==> config.mk <==
export PLATFORM = sky130hd
export DESIGN_NAME = timer_sched_flat
export DESIGN_NICKNAME = d
export VERILOG_FILES = /design/src/rtl/timer_sched_if.sv /design/src/rtl/timer_sched.sv /design/src/flat_wrapper.sv
export SDC_FILE = /design/constraint.sdc
export NUM_CORES = 1
export LEC_CHECK = 0
export BUFFER_PORTS_ARGS = -buffer_cell sky130_fd_sc_hd__buf_4
export CORE_UTILIZATION = 25
export DETAILED_ROUTE_END_ITERATION = 10
export MAX_ROUTING_LAYER = met4
export PLACE_DENSITY = 0.45
export SLEW_MARGIN = 5
export SYNTH_ARGS = -nofsm -noshare
export SYNTH_HDL_FRONTEND = slang
export SYNTH_SLANG_ARGS = --single-unit
==> constraint.sdc <==
create_clock -name clk -period 3.4 [get_ports clk]
set_input_delay 0.68 -clock clk [delete_from_list [all_inputs] [get_ports clk]]
set_output_delay 0.68 -clock clk [all_outputs]
set_load 0.02 [all_outputs]
==> src/rtl/timer_sched_if.sv <==
// timer_sched_if: bundle between client requesters and the shared-countdown
// scheduler.
//
// Handshake: a requester raises req[i] and holds it until gnt[i] is seen.
// gnt[i] is a single-cycle registered pulse. In that same cycle the scheduler
// has already captured dly[i]. done[i] is a single-cycle pulse that marks
// expiry of requester i's delay. cancel[i] aborts only a delay that i owns.
//
// Signals (client view):
//   tick      - count enable
//   req       - level request, one bit per requester
//   dly       - packed per-requester delays, slice i = dly[i*WIDTH +: WIDTH]
//   cancel    - abort request, honoured only for the current owner
//   gnt       - one-hot grant pulse
//   done      - one-hot expiry pulse
//   busy      - a delay is in flight (RUN or DONE)
//   owner     - current or last-granted requester index
//   o_cnt     - current count
//   dbg_state - raw scheduler state (0 IDLE, 1 RUN, 2 DONE)
interface timer_sched_if #(
  parameter int N_REQ = 4,
  parameter int WIDTH = 10
);
  localparam int IDW = $clog2(N_REQ);

  logic                   tick;
  logic [N_REQ-1:0]       req;
  logic [N_REQ*WIDTH-1:0] dly;
  logic [N_REQ-1:0]       cancel;
  logic [N_REQ-1:0]       gnt;
  logic [N_REQ-1:0]       done;
  logic                   busy;
  logic [IDW-1:0]         owner;
  logic [WIDTH-1:0]       o_cnt;
  logic [1:0]             dbg_state;

  modport master (
    output tick, req, dly, cancel,
    input  gnt, done, busy, owner, o_cnt, dbg_state
  );

  modport slave (
    input  tick, req, dly, cancel,
    output gnt, done, busy, owner, o_cnt, dbg_state
  );
endinterface

==> src/rtl/timer_sched.sv <==
// timer_sched: one down-counter shared round-robin among N_REQ requesters.
// Only one delay is in flight at a time. Expiry pulses done[owner].
//
// Ports:
//   clk  - clock
//   rst  - synchronous, active-high reset
//   bus  - timer_sched_if.slave (tick/req/dly/cancel in;
//          gnt/done/busy/owner/o_cnt/dbg_state out)
//
// Every output is a register, or a decode of registers only. No request,
// tick or cancel input reaches an output combinationally.
module timer_sched #(
  parameter int N_REQ = 4,
  parameter int WIDTH = 10
) (
  input  logic         clk,
  input  logic         rst,
  timer_sched_if.slave bus
);
  localparam int IDW = $clog2(N_REQ);

  typedef enum logic [1:0] {
    S_IDLE = 2'd0,
    S_RUN  = 2'd1,
    S_DONE = 2'd2
  } state_t;

  state_t           state_q, state_d;
  logic [IDW-1:0]   owner_q, owner_d;
  logic [IDW-1:0]   last_q, last_d;
  logic [WIDTH-1:0] cnt_q, cnt_d;
  logic [N_REQ-1:0] gnt_q, gnt_d;

  logic             win_found;
  logic [IDW-1:0]   win_idx;
  logic [WIDTH-1:0] win_dly;
  logic [N_REQ-1:0] win_oh;
  logic             own_cancel;
  logic [N_REQ-1:0] done_dec;

  // Round-robin pick. The first pass searches last+1 .. N_REQ-1. The second
  // pass wraps to 0 .. last. The first hit wins. The winner's delay slice is
  // captured in the same loop, so the delay is never indexed by a variable.
  always_comb begin
    win_found = 1'b0;
    win_idx   = '0;
    win_dly   = '0;
    win_oh    = '0;
    for (int i = 0; i < N_REQ; i++) begin
      if (!win_found && bus.req[i] && (i > int'(last_q))) begin
        win_found = 1'b1;
        win_idx   = IDW'(i);
        win_dly   = bus.dly[i*WIDTH +: WIDTH];
        win_oh[i] = 1'b1;
      end
    end
    for (int i = 0; i < N_REQ; i++) begin
      if (!win_found && bus.req[i]) begin
        win_found = 1'b1;
        win_idx   = IDW'(i);
        win_dly   = bus.dly[i*WIDTH +: WIDTH];
        win_oh[i] = 1'b1;
      end
    end
  end

  // Only the owner's cancel bit matters. The done pulse is decoded from the
  // state and owner registers.
  always_comb begin
    own_cancel = 1'b0;
    done_dec   = '0;
    for (int i = 0; i < N_REQ; i++) begin
      if (owner_q == IDW'(i)) begin
        own_cancel  = bus.cancel[i];
        done_dec[i] = (state_q == S_DONE);
      end
    end
  end

  always_comb begin
    state_d = state_q;
    owner_d = owner_q;
    last_d  = last_q;
    cnt_d   = cnt_q;
    gnt_d   = '0;
    case (state_q)
      S_IDLE: begin
        if (win_found) begin
          owner_d = win_idx;
          gnt_d   = win_oh;
          cnt_d   = win_dly;
          // A zero delay skips RUN, so gnt and done land in the same cycle.
          state_d = (win_dly != '0) ? S_RUN : S_DONE;
        end
      end
      S_RUN: begin
        // Cancel has priority over an expiring tick.
        if (own_cancel) begin
          cnt_d   = '0;
          last_d  = owner_q;
          state_d = S_IDLE;
        end else if (bus.tick) begin
          if (cnt_q > WIDTH'(1)) begin
            cnt_d = cnt_q - WIDTH'(1);
          end else begin
            cnt_d   = '0;
            state_d = S_DONE;
          end
        end
      end
      S_DONE: begin
        last_d  = owner_q;
        state_d = S_IDLE;
      end
      default: begin
        state_d = S_IDLE;
      end
    endcase
  end

  always_ff @(posedge clk) begin
    if (rst) begin
      state_q <= S_IDLE;
      owner_q <= '0;
      last_q  <= IDW'(N_REQ - 1);
      cnt_q   <= '0;
      gnt_q   <= '0;
    end else begin
      state_q <= state_d;
      owner_q <= owner_d;
      last_q  <= last_d;
      cnt_q   <= cnt_d;
      gnt_q   <= gnt_d;
    end
  end

  assign bus.gnt       = gnt_q;
  assign bus.done      = done_dec;
  assign bus.busy      = (state_q != S_IDLE);
  assign bus.owner     = owner_q;
  assign bus.o_cnt     = cnt_q;
  assign bus.dbg_state = state_q;
endmodule

==> src/flat_wrapper.sv <==
// flat-port wrapper written by rule: the top's interface ports become plain ports
module timer_sched_flat 
#(
  parameter int N_REQ = 4,
  parameter int WIDTH = 10
)
  (clk, rst, bus_tick, bus_req, bus_dly, bus_cancel, bus_gnt, bus_done, bus_busy, bus_owner, bus_o_cnt, bus_dbg_state);
  timer_sched_if #(.N_REQ(N_REQ), .WIDTH(WIDTH)) bus_i ();
  input  logic clk;
  input  logic rst;
  input wire logic [$bits(bus_i.tick)-1:0] bus_tick;
  input wire logic [$bits(bus_i.req)-1:0] bus_req;
  input wire logic [$bits(bus_i.dly)-1:0] bus_dly;
  input wire logic [$bits(bus_i.cancel)-1:0] bus_cancel;
  output wire logic [$bits(bus_i.gnt)-1:0] bus_gnt;
  output wire logic [$bits(bus_i.done)-1:0] bus_done;
  output wire logic [$bits(bus_i.busy)-1:0] bus_busy;
  output wire logic [$bits(bus_i.owner)-1:0] bus_owner;
  output wire logic [$bits(bus_i.o_cnt)-1:0] bus_o_cnt;
  output wire logic [$bits(bus_i.dbg_state)-1:0] bus_dbg_state;
  assign bus_i.tick = bus_tick;
  assign bus_i.req = bus_req;
  assign bus_i.dly = bus_dly;
  assign bus_i.cancel = bus_cancel;
  assign bus_gnt = bus_i.gnt;
  assign bus_done = bus_i.done;
  assign bus_busy = bus_i.busy;
  assign bus_owner = bus_i.owner;
  assign bus_o_cnt = bus_i.o_cnt;
  assign bus_dbg_state = bus_i.dbg_state;
  timer_sched #(.N_REQ(N_REQ), .WIDTH(WIDTH)) u_core (.clk(clk), .rst(rst), .bus(bus_i));
endmodule
==> impl_metrics.toml <==
[pwr]
leakagePower_nw = 1.18
ir_worst_vdd_mv = 0.200
p_total_mw = 1.37
p_per_area_mw_per_mm2 = 535

[timing]
fin_worst_skew_ps = 6.80
worst_slew_pin_slew_ps = 650
post-route-period-util_pct = 70.9
slew_headroom_pct = 56.6
rsz0062_at_grt = "no"
hold_viol = 0
setup_viol = 0
min_period_ps = 2410
drv_slew = 0
fmax_ghz = 0.415
tns_ps = 0
fin_hold_ws_ps = 485
worst_slack_ps = 988

[floorplan]
fp.dieW_um = 89.3
coreArea_sq_mm = 0.00729
die-area_sq_mm = 0.00797
initial_core_util_pct = 26.1
die_y_um = 89.3
rows = 31
pin_count = 74

[synthesis]
syn_nets = 316
syn-cell-area_sq_mm = 0.00190
async_flop_share_pct = 0
syn_inst = 263
avgSynthCellArea_sq_um = 7.24
yosysTopAreaCell = "dfxtp_1"
synth_seq_cells = 20
ys.flop_type = "dfxtp_1"
ys_seq_area_share_pct = 21.0
yosys_warnings = 0
yosysUniqueCellTypes = 56
synth_edf_count = 0
synth_area_leaders = "dfxtp_1 (21%), a21oi_1 (7.4%), nor2_1 (6.5%)"
yosysTopAreaCellShare_pct = 21.0

[final_layout]
layout.nets = 381
areaGrowthSynthToFinish_pct = 34.8
fin_util_pct = 35.2
fillers = 825
diodes = 0
final_cell_area_sq_mm = 0.00257
drive_gt1_share_pct = 32.1
finalNonFillerCells = 426

[drt]
routed_wirelength_um = 6720
via_count = 2202
postRouteAntennaNets = 0
viasPerCell = 5.17
drc_errors = 0
firstDrtPassIters = 5
first_iter_violations = 145
detail_route.wl_per_cell_um = 15.8

[setup_path]
cp-end-kind = "flop"
r2r_slack_ps = 990
critPathArrivalTime_ps = 2560
required_ps = 3550
r2r_cells = 7
path_class = "flop to flop"
cp-start-kind = "flop"
critPathMaxFanout = 17
r2r-start = "u_core.last_q[0]$_SDFFE_PP1P_"
r2r_end = "u_core.bus.dbg_state[0]$_SDFFE_PP0P_"

[clocking]
clk_path_buf_depth = 2
cts_hold_buf = 0
cts_root_buffer = "clkbuf_8"
clkLatencyLatePin_ps = 270
cts_tree = "done"
cts_setup_buffers = 0
cts_max_level = 1
clkTransAtPathRegs_ps = 80
cts_resized = 0
cts_made_buffers = 3
clock-sinks = 20

[run_status]
status = "complete, no violations"

[min_path]
hp-start = "u_core.bus.o_cnt[6]$_SDFFE_PP0P_"
hold-path-endpoint = "u_core.bus.o_cnt[6]$_SDFFE_PP0P_"
hold_depth = 2
hp-class = "flop to flop"

[grt]
grt_overflow = 0
antenna_found_initial = 0
grt_max_degree = 21
grt_pass1_vias = 2067
grt_pass1_wl_um = 10700
track_usage_pct = 18.1

[placed_design]
dp_hpwl_um = 5190
portBuffers = 73
gp_congestion = 0.845
place_area_sq_mm = 0.00251
dp.cells = 422
dp_slack_ps = 751

[flow_run]
maxCapViolCount = 0
-- cell families after synthesis --
group                      synth area share [%]
AOI/OAI and AO/OA                          35.9
buffers and inverters                      8.54
muxes                                      5.45
and+or+nand+nor                            26.8
adders and majority gates                  1.31
xor gates and xnor gates                  0.920
DFF                                        21.0
-- registers in the layout (all words and copies together) (netlist names) --
register              cells
u_core.bus.o_cnt         10
u_core.bus.gnt            4
u_core.bus.dbg_state      2
u_core.bus.owner          2
u_core.last_q             2
-- worst max-delay path, stage by stage (launching register included) --
cell and delay (ps):
dfxtp_1 670, a21bo_2 390, nand3_2 230, o22ai_1 210, a21oi_1 90, a211o_1 290
nor4_2 310, a21oi_1 100
-- layout make-up --
| cell class | count | area, sq um | share of cell area, % |
|---|---|---|---|
| clock buffer | 4 | 55.1 | 2.15 |
| timing repair buffer | 79 | 593 | 23.1 |
| tap | 99 | 124 | 4.83 |
| multi-input combinational | 210 | 1340 | 52.3 |
| sequential | 20 | 400 | 15.6 |
| inverter | 14 | 52.6 | 2.05 |
-- per-layer routing --
metal  track usage (%)  wire [um]
met1              24.1       3090
met5                 -          0
met4              1.73         37
met3              2.59        377
met2              30.0       3220
-- Yosys cell counts (all sizes together) (8+ instances only) --
master and n:
a21oi 28, a31oi 8, and3b 8, buf 14, dfxtp 20, inv 14, nand2 17, nor2 34
nor3 8, o21ai 13, o32ai 9
-- where the power goes --
part           internal, mW  switching, mW  total (mW)
registers             0.290         0.0867       0.377
logic                 0.357          0.452       0.809
clock network         0.103         0.0840       0.187
-- worst max-delay path by stage --
stage | end | depth (start not counted) | startpoint | slack, ps
final | u_core.bus.dbg_state[0]$_SDFFE_PP0P_ | 7 | u_core.last_q[0]$_SDFFE_PP1P_ | 990
after global routing | u_core.bus.dbg_state[0]$_SDFFE_PP0P_ | 7 | u_core.last_q[0]$_SDFFE_PP1P_ | 740
after CTS | u_core.bus.dbg_state[1]$_SDFFE_PP0P_ | 8 | u_core.last_q[0]$_SDFFE_PP1P_ | 990
after detailed placement | u_core.bus.dbg_state[0]$_SDFFE_PP0P_ | 9 | bus_req[1] | 750
after global placement | u_core.bus.dbg_state[0]$_SDFFE_PP0P_ | 9 | bus_req[1] | 830
after floorplan | u_core.bus.dbg_state[0]$_SDFFE_PP0P_ | 9 | bus_req[2] | 1070
-- cell usage in the layout, fill, tap and decap left out, types with 2 or more instances in the layout --
| cell type | n |
|---|---|
| mux2i_1 | 7 |
| a211o_1 | 3 |
| nand2b_1 | 4 |
| a22oi_1 | 4 |
| nand2_1 | 17 |
| a21o_1 | 6 |
| or3_1 | 3 |
| o22ai_1 | 6 |
| a21oi_1 | 28 |
| o32ai_1 | 9 |
| ha_1 | 2 |
| nor2b_1 | 7 |
| xnor2_1 | 2 |
| and3b_1 | 2 |
| o211a_1 | 2 |
| o21ai_0 | 13 |
| a211oi_1 | 5 |
| and3b_2 | 6 |
| nor3_1 | 8 |
| buf_4 | 79 |
| nand3_1 | 5 |
| clkbuf_8 | 4 |
| and3_1 | 2 |
| nor4_1 | 2 |
| dfxtp_1 | 20 |
| o221a_2 | 2 |
| nor2_1 | 33 |
| o211ai_1 | 2 |
| inv_1 | 13 |
| a31oi_1 | 8 |
Power figures use the tool's default switching activity.
